<file path="config.mk">
export PLATFORM = sky130hd
export DESIGN_NAME = gray_counter_n
export DESIGN_NICKNAME = d
export VERILOG_FILES = /design/src/rtl/gray_counter_pkg.sv /design/src/rtl/gray_counter_n.sv
export SDC_FILE = /design/constraint.sdc
export NUM_CORES = 1
export LEC_CHECK = 0
export CAP_MARGIN = 5
export CORE_AREA = 4 4 41 43
export DETAILED_ROUTE_END_ITERATION = 6
export DIE_AREA = 0 0 45 47
export DONT_BUFFER_PORTS = 1
export PLACE_DENSITY_LB_ADDON = 0.3
export SLEW_MARGIN = 20
export SYNTH_ARGS = -nofsm -noshare
export SYNTH_HDL_FRONTEND = slang
export SYNTH_SLANG_ARGS = --single-unit
</file>
<file path="constraint.sdc">
create_clock -name clk -period 2.4 [get_ports clk]
set_input_delay 0.48 -clock clk [delete_from_list [all_inputs] [get_ports clk]]
set_output_delay 0.48 -clock clk [all_outputs]
set_load 0.02 [all_outputs]
</file>
<file path="src/rtl/gray_counter_pkg.sv">
// Shared Gray-code helpers and direction encodings, intended for reuse by Gray-pointer FIFO blocks.
package gray_counter_pkg;

  localparam int   MAX_WIDTH = 16;
  localparam logic DIR_UP    = 1'b0;
  localparam logic DIR_DOWN  = 1'b1;

  function automatic logic [MAX_WIDTH-1:0] bin2gray(input logic [MAX_WIDTH-1:0] b);
    return b ^ (b >> 1);
  endfunction

  // Each binary bit is the XOR of all Gray bits at and above its position.
  function automatic logic [MAX_WIDTH-1:0] gray2bin(input logic [MAX_WIDTH-1:0] g);
    logic [MAX_WIDTH-1:0] b;
    b[MAX_WIDTH-1] = g[MAX_WIDTH-1];
    for (int i = MAX_WIDTH - 2; i >= 0; i--) begin
      b[i] = b[i+1] ^ g[i];
    end
    return b;
  endfunction

endpackage

</file>
<file path="src/rtl/gray_counter_n.sv">
// Up/down Gray counter with a registered binary shadow, terminal-count flag and wrap pulse.
// Define GRAY_CNT_SAT_EN to saturate at the terminal count instead of wrapping.
module gray_counter_n
  import gray_counter_pkg::*;
#(
  parameter int WIDTH   = 4,
  parameter int RST_VAL = 0
) (
  input  logic             clk,
  input  logic             rst_n,
  input  logic             en,
  input  logic             dir,
  input  logic             load,
  input  logic [WIDTH-1:0] load_val,
  output logic [WIDTH-1:0] gray_out,
  output logic [WIDTH-1:0] bin_out,
  output logic             tc,
  output logic             wrap
);

  localparam logic [WIDTH-1:0]     RST_BIN       = WIDTH'(RST_VAL);
  localparam logic [MAX_WIDTH-1:0] RST_GRAY_FULL = bin2gray(MAX_WIDTH'(RST_BIN));
  localparam logic [WIDTH-1:0]     RST_GRAY      = RST_GRAY_FULL[WIDTH-1:0];
  localparam logic [WIDTH-1:0]     MAX_BIN       = '1;

  logic [WIDTH-1:0]     r_bin;
  logic [WIDTH-1:0]     r_gray;
  logic                 r_wrap;

  logic                 w_tc;
  logic [WIDTH-1:0]     w_step;
  logic [WIDTH-1:0]     w_bin_next;
  logic                 w_wrap_next;
  logic [MAX_WIDTH-1:0] w_gray_full;
  logic [WIDTH-1:0]     w_gray_next;

  assign w_tc   = (dir == DIR_UP) ? (r_bin == MAX_BIN) : (r_bin == '0);
  assign w_step = (dir == DIR_UP) ? (r_bin + 1'b1) : (r_bin - 1'b1);

  always_comb begin
    w_bin_next  = r_bin;
    w_wrap_next = 1'b0;
    if (load) begin
      w_bin_next = load_val;
    end else if (en) begin
`ifdef GRAY_CNT_SAT_EN
      if (!w_tc) begin
        w_bin_next = w_step;
      end
`else
      w_bin_next  = w_step;
      w_wrap_next = w_tc;
`endif
    end
  end

  // Gray register is encoded from the same next-state value so both registers stay in lockstep.
  assign w_gray_full = bin2gray(MAX_WIDTH'(w_bin_next));
  assign w_gray_next = w_gray_full[WIDTH-1:0];

  always_ff @(posedge clk or negedge rst_n) begin
    if (!rst_n) begin
      r_bin  <= RST_BIN;
      r_gray <= RST_GRAY;
      r_wrap <= 1'b0;
    end else begin
      r_bin  <= w_bin_next;
      r_gray <= w_gray_next;
      r_wrap <= w_wrap_next;
    end
  end

  assign bin_out  = r_bin;
  assign gray_out = r_gray;
  assign wrap     = r_wrap;
  assign tc       = w_tc;

endmodule

</file>
==> flow_summary.yaml, run 1 <==
worst_setup_path:
  worst_setup_path_end_kind: "output port"
  cpMaxStageDelayCell: "or4_1"
  cp_max_fo: 6
  path_class: "reg -> out"
  cp_slowest_stage_delay_ns: 0.56
  cp.arrival_ns: 1.58
  required_ns: 1.92
  cp-start-kind: "register"
  worstPathCellList: "or4_1 > o21ai_2"
cts:
  clk_latency_ns: 0.25
  cts_max_level: 1
  cts_hold_buf: 1
  cts.path.max_buffers: 2
  cts_tree: "built"
  numCtsBuffers: 3
  clk_pin_slew_ns: 0.05
  post_cts_resized: 0
  cts_num_sinks: 8
  cts_setup_buffers: 0
  clockRootBuffer: "clkbuf_4"
global_route:
  grtUsageTotal: 0.09345
  grt_pass1_vias: 316
  grt_pass1_wl_um: 1386
  grt-ovfl-total: 0
  antenna_found_initial: 0
  grt_max_degree: 10
timing:
  fmax_mhz: 485.2
  finalCriticalPeriod_ns: 2.061
  fin_crit_sh: 0.8588
  finalClockSkew_ns: 0.003044
  rsz0062_at_grt: "no"
  finalSetupViolations: 0
  hold_viol_final: 0
  holdWs_ns: 0.4049
  fin_tns_setup_ns: 0
  slew_violations: 0
  worst_pin_slew_ns: 0.5207
  slew_headroom: 0.6528
power:
  p_comb_frac: 0.232
  powerDensity_nw_per_um2: 819.8
  clock_power_share: 0.242
  p_int_uw: 263.2
  p_sw_uw: 146.0
  leakage_nw: 0.2349
  p_seq_frac: 0.526
  ir_worst_vdd_mv: 0.3587
  swShare: 0.3568
synth:
  syn-instance-count: 44
  avgSynthCellArea_um2: 10.29
  syn_area_um2: 452.9
  yosysSeqAreaShare: 0.4420
  synth_edf_count: 0
  yosys.cell_types.count: 23
  async_reset_ff_frac: 1.000
  syn_nets: 56
  ys.flop_type: "dfrtp_1"
  yosysWarnings: 0
  ys_seq_elements: 8
layout:
  num-nets-final: 61
  nFillCells: 138
  multi_input_area_um2: 225.2
  drive_gt1_frac: 0.1489
  final_cell_mix: "8 x dfrtp_1, 6 x xnor2_1, 3 x inv_1, 3 x nand2_1, 3 x clkbuf_4"
  instances_no_fill: 62
  area_growth_pct: 10.22
  fin_util: 0.3837
  ff_latch_area_um2: 200.2
  final_common_cell: "dfrtp_1"
  num_antenna_cells: 0
detailed_routing:
  routed_wl_um: 829
  wl_per_cell_um: 13.37
  drt_pass1_iterations: 3
  drt_iter0_drc: 5
  antenna_left: 0
  num_vias: 301
  drc: 0
  viasPerCell: 4.855
place:
  place_congestion: 0.7274
  port_buffers: 0
  dpl.hpwl_um: 668.8
  dp_cells: 58
floorplan:
  std_cell_rows: 13
  core_area_um2: 1301
  die-area_um2: 2115
  die_h_um: 47
  fp.dieW_um: 45
  ios: 19
  start_util: 0.3481
run:
  cap_violations: 0
status:
  outcome: "completed"
hold_path:
  min_path_type: "in -> reg"
[cells by family (layout without fill, tap and decap cells)]
group | count (synthesis) | after routing | share of synthesized area
and+or+nand+nor | 10 | 10 | 0.1133
AOI/OAI and AO/OA | 9 | 9 | 0.1271
DFF | 8 | 8 | 0.4420
xor gates and xnor gates | 7 | 7 | 0.1354
buffers and inverters | 6 | 9 | 0.06076
adders and majority gates | 3 | 3 | 0.09944
muxes | 1 | 1 | 0.02210
[through the flow]
stage          power [mW]  cell area [um^2]  setup WS, ns
3_3_place_gp       0.3132             466.7        0.5824
4_1_cts            0.4177             499.2        0.3114
3_5_place_dp       0.3120             466.7        0.5510
2_1_floorplan      0.2965             452.9        0.6348
5_1_grt            0.4413             499.2        0.2500
6_report           0.4093             499.2        0.3389
[registers in the layout (all words and copies together) (netlist names)]
signal,cells
wrap,1
bin_out,4
gray_out,3
[final timing paths]
check	endpoint	cells after the start	startpoint	slack [ns]
worst max-delay path	tc	2	bin_out[1]	0.34
worst min-delay path	bin_out[0]	1	load	0.40
worst max register to register	gray_out[2]	7	bin_out[1]	0.57
worst min register to register	bin_out[0]	3	bin_out[0]	0.83
max in group asynchronous	gray_out[0]	1	rst_n	1.57
min in group asynchronous	gray_out[2]	1	rst_n	0.57
[layer usage]
| layer | global-route usage | share of wire |
|---|---|---|
| met5 | 0 | 0 |
| met4 | 0 | 0 |
| met3 | 0.08429 | 0.13 |
| met2 | 0.1299 | 0.43 |
| met1 | 0.1150 | 0.44 |
[power by group through the flow]
stage          clock network, mW  logic, mW  registers [mW]
2_1_floorplan                  0     0.0842           0.212
3_3_place_gp                   0     0.0935           0.220
3_5_place_dp                   0     0.0928           0.219
4_1_cts                    0.104     0.0972           0.217
5_1_grt                    0.113      0.109           0.220
6_report                  0.0991     0.0950           0.215
[Yosys cell counts (2+ instances only)]
cell | instances | area share
a21oi_1 | 2 | 0.022
dfrtp_1 | 8 | 0.44
ha_1 | 2 | 0.055
inv_1 | 3 | 0.025
nand2_1 | 3 | 0.025
nor2_1 | 2 | 0.017
o21ai_0 | 2 | 0.022
o21ai_2 | 2 | 0.039
xnor2_1 | 6 | 0.12
[cell type report]
type	instances	area share
Clock buffer	3	0.04511
Inverter	4	0.03008
Multi-Input combinational cell	30	0.4511
Sequential cell	8	0.4010
Tap cell	15	0.03759
Timing Repair Buffer	2	0.03509
[critical path: cells and delay by family, from the launching register on]
kind	cells	cell delay, ns
AND/OR/NAND/NOR	1	0.56
AO/OA/AOI/OAI	1	0.28
flip-flops	1	0.50
Note: power is estimated with default switching activity, not from simulation.
==> inputs of run 2 (changes only) <==
--- a/config.mk
+++ b/config.mk
@@ -10,6 +10,7 @@
 export DETAILED_ROUTE_END_ITERATION = 6
 export DIE_AREA = 0 0 45 47
 export DONT_BUFFER_PORTS = 1
+export HOLD_SLACK_MARGIN = 0.03
 export PLACE_DENSITY_LB_ADDON = 0.3
 export SLEW_MARGIN = 20
 export SYNTH_ARGS = -nofsm -noshare
==> results of run 2 <==
The final DEF is identical to that of run 1; final timing and power are the same.
==> inputs of run 3 (changes only) <==
--- a/config.mk
+++ b/config.mk
@@ -10,8 +10,10 @@
 export DETAILED_ROUTE_END_ITERATION = 6
 export DIE_AREA = 0 0 45 47
 export DONT_BUFFER_PORTS = 1
-export HOLD_SLACK_MARGIN = 0.03
+export GPL_TIMING_DRIVEN = 0
+export HOLD_SLACK_MARGIN = 0.1
 export PLACE_DENSITY_LB_ADDON = 0.3
+export SKIP_CTS_REPAIR_TIMING = 1
 export SLEW_MARGIN = 20
 export SYNTH_ARGS = -nofsm -noshare
 export SYNTH_HDL_FRONTEND = slang
==> run 3 against run 2 <==
  * Register-to-register slack got worse by 0.08 ns
  * Non-clock buffer count increased by 1
  * Via count unchanged
  * Sequential power about the same
  * Hold slack improved by 0.0068 ns
  * Clock power increased by 4%
  * Largest power group unchanged
  * Die area unchanged
  * Global-route usage decreased by 0.42 points
  * Final area increased by 1.0%
==> flow_summary.yaml, run 3 (synthesis gave the netlist of run 1 again) <==
worst_setup_path:
  cp-start-kind: "register"
  cpMaxStageDelayCell: "or4_1"
  cp.arrival_ns: 1.60
  worst_setup_path_end_kind: "output port"
  required_ns: 1.92
  path_class: "reg -> out"
  worstPathCellList: "or4_1 > o21ai_2"
  cp_max_fo: 6
  cp_slowest_stage_delay_ns: 0.57
detailed_routing:
  num_vias: 301
  drc: 0
  viasPerCell: 4.778
  antenna_left: 0
  drt_pass1_iterations: 4
  wl_per_cell_um: 12.86
  drt_iter0_drc: 2
  routed_wl_um: 810
timing:
  fin_crit_sh: 0.8659
  hold_viol_final: 0
  slew_headroom: 0.7529
  worst_pin_slew_ns: 0.3706
  finalCriticalPeriod_ns: 2.078
  finalClockSkew_ns: 0.003253
  fin_tns_setup_ns: 0
  finalSetupViolations: 0
  fmax_mhz: 481.2
  slew_violations: 0
  rsz0062_at_grt: "no"
floorplan:
  ios: 19
  std_cell_rows: 13
  start_util: 0.3481
  die_h_um: 47
  core_area_um2: 1301
  fp.dieW_um: 45
  die-area_um2: 2115
run:
  cap_violations: 0
global_route:
  grtUsageTotal: 0.08924
  grt-ovfl-total: 0
  antenna_found_initial: 0
  grt_pass1_wl_um: 1304
  grt_pass1_vias: 290
  grt_max_degree: 10
cts:
  cts_max_level: 1
  numCtsBuffers: 3
  cts_tree: "built"
  clk_latency_ns: 0.25
  cts.path.max_buffers: 2
  clockRootBuffer: "clkbuf_4"
  cts_num_sinks: 8
  clk_pin_slew_ns: 0.06
power:
  powerDensity_nw_per_um2: 824.6
  swShare: 0.3622
  p_seq_frac: 0.520
  p_int_uw: 265.2
  p_sw_uw: 150.6
  clock_power_share: 0.247
  leakage_nw: 0.2389
  ir_worst_vdd_mv: 0.3208
  p_comb_frac: 0.233
status:
  outcome: "completed"
layout:
  largest_reg_flops: 4
  num-nets-final: 62
  nFillCells: 140
  fin_util: 0.3875
  num_antenna_cells: 0
  area_growth_pct: 11.33
  final_cell_mix: "8 x dfrtp_1, 6 x xnor2_1, 3 x inv_1, 3 x nand2_1, 3 x clkbuf_4"
  drive_gt1_frac: 0.1667
  final_common_cell: "dfrtp_1"
place:
  port_buffers: 0
  dpl.hpwl_um: 646.4
  place_congestion: 0.6966
hold_path:
  min_path_type: "in -> reg"
run 3: cell types whose count changed in the layout (fill, tap and decap cells not counted), sizes merged:
cell	delta
buf	+1
run 3: critical path, delay by kind of cell (launching register included):
family	cells	cell delay (ns)
flops	1	0.50
simple gates	1	0.57
compound gates	1	0.28
run 3: area by class of cell:
type	count	area (um^2)	area share
Buffer	2	12.51	0.02481
Multi-Input combinational cell	30	225.2	0.4466
Clock buffer	3	22.52	0.04466
Sequential cell	8	200.2	0.3970
Tap cell	15	18.77	0.03722
Inverter	4	15.01	0.02978
Timing Repair Buffer	1	10.01	0.01985
run 3: path summary, 6_finish.rpt:
| path | start | endpoint | slack, ns | cells past startpoint |
|---|---|---|---|---|
| hold reg to reg | bin_out[3] | bin_out[3] | 0.82 | 2 |
| setup reg to reg | bin_out[0] | gray_out[2] | 0.49 | 7 |
| min in group asynchronous | rst_n | bin_out[3] | 0.57 | 1 |
| setup / recovery | bin_out[1] | tc | 0.32 | 2 |
| max in group asynchronous | rst_n | gray_out[0] | 1.58 | 1 |
| hold / removal | load_val[2] | bin_out[2] | 0.41 | 2 |
run 3: routing by layer:
| layer | global-route usage | up-vias | part of all wire |
|---|---|---|---|
| li1 | - | 156 | - |
| met4 | 0.01754 | 0 | 0 |
| met5 | 0 | - | 0 |
| met1 | 0.1119 | 130 | 0.46 |
| met3 | 0.06897 | 0 | 0.14 |
| met2 | 0.1215 | 15 | 0.40 |
run 3: power by group through the flow:
stage / clock network, mW / registers (mW) / logic [mW]
after floorplan: 0 / 0.212 / 0.0842
after global placement: 0 / 0.221 / 0.0940
after detailed placement: 0 / 0.221 / 0.0950
after CTS: 0.108 / 0.218 / 0.0954
after global routing: 0.114 / 0.221 / 0.111
final: 0.103 / 0.216 / 0.0967
run 3: metrics by stage:
stage | std cells | instance area, um^2 | hold slack (ns) | setup WS (ns) | power (mW)
2_1_floorplan | 44 | 452.9 | 0.1844 | 0.6348 | 0.2965
3_3_place_gp | 59 | 471.7 | 0.1846 | 0.4609 | 0.3148
3_5_place_dp | 59 | 471.7 | 0.1846 | 0.4572 | 0.3157
4_1_cts | 62 | 494.2 | -0.09071 | 0.3089 | 0.4214
5_1_grt | 63 | 504.2 | 0.4226 | 0.2603 | 0.4458
6_report | 63 | 504.2 | 0.4117 | 0.3219 | 0.4158
